===== config.mk =====
export PLATFORM = sky130hd
export DESIGN_NAME = cond_block_unit
export DESIGN_NICKNAME = d
export VERILOG_FILES = /design/src/rtl/cond_block_unit.sv
export SDC_FILE = /design/constraint.sdc
export NUM_CORES = 1
export LEC_CHECK = 0
export ABC_CLOCK_PERIOD_IN_PS = 2100
export CORE_ASPECT_RATIO = 1.4
export CORE_UTILIZATION = 40
export CTS_CLUSTER_SIZE = 8
export DETAILED_ROUTE_END_ITERATION = 6
export PLACE_DENSITY = 0.75
export SLEW_MARGIN = 30
export SYNTH_ARGS = -nofsm -noshare
export SYNTH_HDL_FRONTEND = slang
export SYNTH_SLANG_ARGS = --single-unit

===== constraint.sdc =====
create_clock -name clk -period 2.1 [get_ports clk]
set_input_delay 0.315 -clock clk [delete_from_list [all_inputs] [get_ports clk]]
set_output_delay 0.315 -clock clk [all_outputs]
set_load 0.02 [all_outputs]

===== src/rtl/cond_block_unit.sv =====
// NZCV flag register, ARM condition evaluation and an If-Then block sequencer
// that overrides the instruction's own condition for up to MAX_IT following slots.
module cond_block_unit #(
  parameter int unsigned MAX_IT      = 4,
  parameter int unsigned CNT_W       = $clog2(MAX_IT + 1),
  parameter logic [3:0]  RESET_FLAGS = 4'b0000
) (
  input  logic              clk,
  input  logic              rst_n,
  input  logic              en,
  input  logic              instr_valid,
  input  logic [3:0]        cond,
  input  logic              it_start,
  input  logic [3:0]        it_cond,
  input  logic [CNT_W-1:0]  it_len,
  input  logic [MAX_IT-1:0] it_te,
  input  logic [3:0]        alu_flags,
  input  logic [1:0]        flag_we,
  input  logic              flush,
  output logic              cond_ex,
  output logic [3:0]        eff_cond,
  output logic [3:0]        flags,
  output logic              it_active,
  output logic [CNT_W-1:0]  it_remaining,
  output logic              it_err
);

  localparam logic [CNT_W-1:0] MaxCnt = CNT_W'(MAX_IT);
  localparam logic [CNT_W-1:0] OneCnt = CNT_W'(1);

  typedef enum logic [0:0] {StIdle, StActive} state_e;

  state_e              state_q, state_d;
  logic [3:0]          base_q, base_d;
  logic [MAX_IT-1:0]   te_q, te_d;
  logic [CNT_W-1:0]    rem_q, rem_d;
  logic [3:0]          flags_q, flags_d;
  logic                pass;
  logic                te_then;

  function automatic logic cond_pass(input logic [3:0] c, input logic [3:0] f);
    logic n, z, cf, v, ge, hi, gt, r;
    n  = f[3];
    z  = f[2];
    cf = f[1];
    v  = f[0];
    ge = (n == v);
    hi = cf & ~z;
    gt = ~z & ge;
    unique case (c[3:1])
      3'd0:    r = z;
      3'd1:    r = cf;
      3'd2:    r = n;
      3'd3:    r = v;
      3'd4:    r = hi;
      3'd5:    r = ge;
      3'd6:    r = gt;
      default: r = 1'b1;
    endcase
    // Odd codes are the complement, except 1111 which is always-true like 1110
    if (c[3:1] != 3'b111) r = r ^ c[0];
    return r;
  endfunction

  assign it_active    = (state_q == StActive);
  assign it_remaining = rem_q;
  assign flags        = flags_q;

  always_comb begin
    // An AL base cannot be inverted, so every slot behaves as a then slot
    te_then  = te_q[0] | (base_q == 4'b1110);
    eff_cond = it_active ? {base_q[3:1], base_q[0] ^ ~te_then} : cond;
    pass     = cond_pass(eff_cond, flags_q);
    it_err   = instr_valid & it_start & it_active;
    if (!instr_valid)  cond_ex = 1'b0;
    else if (it_start) cond_ex = ~it_active;
    else               cond_ex = pass;
  end

  always_comb begin
    state_d = state_q;
    base_d  = base_q;
    te_d    = te_q;
    rem_d   = rem_q;
    flags_d = flags_q;
    if (flush) begin
      state_d = StIdle;
      base_d  = '0;
      te_d    = '0;
      rem_d   = '0;
    end else if (en && instr_valid) begin
      if (cond_ex && !it_start) begin
        if (flag_we[1]) flags_d[3:2] = alu_flags[3:2];
        if (flag_we[0]) flags_d[1:0] = alu_flags[1:0];
      end
      unique case (state_q)
        StIdle: begin
          if (it_start) begin
            state_d = StActive;
            base_d  = it_cond;
            te_d    = it_te;
            if (it_len == '0)         rem_d = OneCnt;
            else if (it_len > MaxCnt) rem_d = MaxCnt;
            else                      rem_d = it_len;
          end
        end
        StActive: begin
          if (!it_start) begin
            if (rem_q == OneCnt) begin
              state_d = StIdle;
              base_d  = '0;
              te_d    = '0;
              rem_d   = '0;
            end else begin
              rem_d = rem_q - OneCnt;
              te_d  = te_q >> 1;
            end
          end
        end
        default: state_d = StIdle;
      endcase
    end
  end

  always_ff @(posedge clk or negedge rst_n) begin
    if (!rst_n) begin
      state_q <= StIdle;
      base_q  <= '0;
      te_q    <= '0;
      rem_q   <= '0;
      flags_q <= RESET_FLAGS;
    end else begin
      state_q <= state_d;
      base_q  <= base_d;
      te_q    <= te_d;
      rem_q   <= rem_d;
      flags_q <= flags_d;
    end
  end

endmodule


==> results_dict.tcl, run 1 <==
set metrics [dict create \
    rsz0062_at_grt "true" \
    layout-drive-gt1-share_pct 27.1 \
    ys.warnings.count 0 \
    postCtsHoldBufs 0 \
    p_total_mw 1.04 \
    p_leak_nw 0.874 \
    max_slew_margin_pct 67.8 \
    clk_latency_ns 0.28 \
    area_delta_synth_final_pct 67.5 \
    start_util_pct 43.2 \
    finalHoldViolCount 0 \
    drv_slew 0 \
    core_um2 2670 \
    via_per_inst 5.35 \
    gp_congestion 0.796 \
    htree_levels 1 \
    dp_slack_ns -0.955 \
    pwr_density_cell_nw_per_um2 540 \
    final_util_pct 72.3 \
    clock.fmax_mhz 390 \
    start_kind "register" \
    worst-slew-pin-transition_ns 0.483 \
    rr_endpoint "flags[1]$_DFFE_PN0P_" \
    fin_nets 237 \
    final.setup_skew_ns 0.00256 \
    antenna_found_initial 0 \
    avgSynthCellArea_um2 8.41 \
    drv_cap 0 \
    period_share_pct 122 \
    yosysSeqAreaShare_pct 34.7 \
    rr_worst_depth 8 \
    crit_path_end_kind "output pin" \
    final_cell_mix "nand2_1, clkdlybuf4s50_1, buf_4" \
    setup_ws_ns -0.467 \
    die_y_um 65.5 \
    layout_min_cycle_time_ns 2.57 \
    ys_ff_latch 16 \
    required_ns 1.78 \
    io_pins 41 \
    yosysTopAreaCell "dfrtp_1" \
    crit_path_max_fanout 5 \
    globalRouteTotalUtil_pct 23.9 \
    wl_per_cell_um 13.7 \
    clk_pin_slew_ns 0.10 \
    drc 0 \
    die-area_um2 3100 \
    tritoncts "yes" \
    cts_root_buffer "clkbuf_4" \
    numPortBuffers 40 \
    ant_nets 0 \
    postSynthCellCount 137 \
    synth.distinct_cells 37 \
    grt_pass1_wl_um 5290 \
    grt_start_max_net_pins 17 \
    synthTopCellsByArea "dfrtp_1, nand2_1, o211ai_2, mux2_2, mux2_4" \
    fp-row-count 22 \
    dp_cells 234 \
    syn_nets 166 \
    synth_top_area_share_pct 34.7 \
    ir_drop_mv 0.320 \
    grt_pass1_vias 1286 \
    syn_area_um2 1150 \
    r2r-start "it_active$_DFFE_PN0N_" \
    hold_class "primary input to async pin" \
    die_w_um 47.4 \
    cts-buffers-inserted 3 \
    cp.arrival_ns 2.25 \
    violations "setup timing" \
    r2r_slack_ns -0.12 \
    setup_viol 5 \
    n_antenna_cell 0 \
    worstSetupPathType "register to output pin" \
    clock-sinks 16 \
    finalNonFillerCells 243 \
    dp_hpwl_um 2530 \
    grt-ovfl-total 0 \
    clockBufferDepth 2 \
    dr_total_vias 1299 \
    drt_iter0_markers 25 \
    wl_um 3320 \
    status "finished with violations" \
    first_pass_iters 4 \
]
-- state kept, by name, indices dropped and copies added (netlist names) --
signal        flops
flags             4
it_active         1
base_q            4
it_remaining      3
te_q              4
-- report_power, final --
| group | internal [mW] | leakage, nW | switching [mW] |
|---|---|---|---|
| sequential | 0.338 | 0.195 | 0.0277 |
| combinational | 0.258 | 0.658 | 0.212 |
| clock | 0.105 | 0.0210 | 0.101 |
| total | 0.702 | 0.874 | 0.341 |
-- repair_timing --
action | in CTS | in global routing
gates resized for setup | 21 | 5
pin swaps | 5 | 2
setup endpoints to repair | 7 | 8
setup buffers | 4 | 2
-- metal layers --
layer	GRT usage [%]	part of all wire [%]	routed length, um
met1	24.1	37	1230
met2	43.7	55	1830
met3	2.75	3.8	127
met4	13.6	3.9	129
met5	0	0	0
-- final cells by class --
| class | instances | area [um2] |
|---|---|---|
| multi-input cells | 110 | 767 |
| fillers | 204 | 739 |
| repair buffers | 69 | 651 |
| flip-flops and latches | 16 | 402 |
| well taps | 36 | 45.0 |
| clock buffers | 4 | 36.3 |
| inverters | 8 | 30.0 |
-- logic make-up (layout without fill, tap and decap cells) --
logic type,Yosys count,in the layout,share of synthesized area [%]
simple gates,65,65,25.3
fa+ha+maj,2,2,2.17
flops,16,16,34.7
mux,9,9,9.88
buf+inv,11,81,4.02
compound gates,32,32,22.4
xor+xnor,2,2,1.52
-- cell usage after synthesis (all sizes together) --
cell type / count
a221o: 3
o21a: 1
xnor2: 1
nand2: 34
a221oi: 2
mux2: 7
or3: 1
mux2i: 2
and3: 2
o21ai: 9
inv: 8
nor2b: 1
and3b: 2
nand3: 8
o31a: 1
o211ai: 4
a31oi: 2
a21oi: 5
nor2: 11
a2111oi: 1
clkbuf: 1
nor3b: 2
o311ai: 1
a311o: 1
a211oi: 2
dfrtp: 16
xor2: 1
nor3: 2
or3b: 1
buf: 2
nand2b: 1
ha: 2
-- through the flow --
stage | hold slack [ns] | TNS [ns] | area (um2)
floorplan | 0.0194 | -0.157 | 1180
global placement | 0.469 | -2.11 | 1790
detailed placement | 0.483 | -2.54 | 1790
CTS | 0.341 | -0.925 | 1900
global route | 0.348 | -1.37 | 1930
finish | 0.340 | -0.921 | 1930
-- critical path: stages (launching register included) --
cell and delay [ns]:
dfrtp_2 0.45, buf_12 0.14, mux2_4 0.33, a2111oi_4 0.33, o31a_4 0.19, mux2_4 0.31, nor2_4 0.09, buf_6 0.12
-- worst max path at each step --
stage	startpoint	endpoint	slack, ns	cells past startpoint
floorplan	it_active$_DFFE_PN0N_	cond_ex	-0.16	6
global placement	cond[1]	cond_ex	-0.87	8
detailed placement	cond[1]	cond_ex	-0.96	8
CTS	it_active$_DFFE_PN0N_	cond_ex	-0.47	7
global route	it_active$_DFFE_PN0N_	cond_ex	-0.57	7
finish	it_active$_DFFE_PN0N_	cond_ex	-0.47	7
No activity file was read; power rests on OpenSTA's default activity.
==> run 2: changes to the inputs <==
--- a/config.mk
+++ b/config.mk
@@ -8,6 +8,7 @@
 export ABC_CLOCK_PERIOD_IN_PS = 2100
 export CORE_ASPECT_RATIO = 1.4
 export CORE_UTILIZATION = 40
+export CTS_CLUSTER_DIAMETER = 150
 export CTS_CLUSTER_SIZE = 8
 export DETAILED_ROUTE_END_ITERATION = 6
 export PLACE_DENSITY = 0.75
==> results of run 2 <==
Final layout, timing and power as in run 1 (identical DEF).
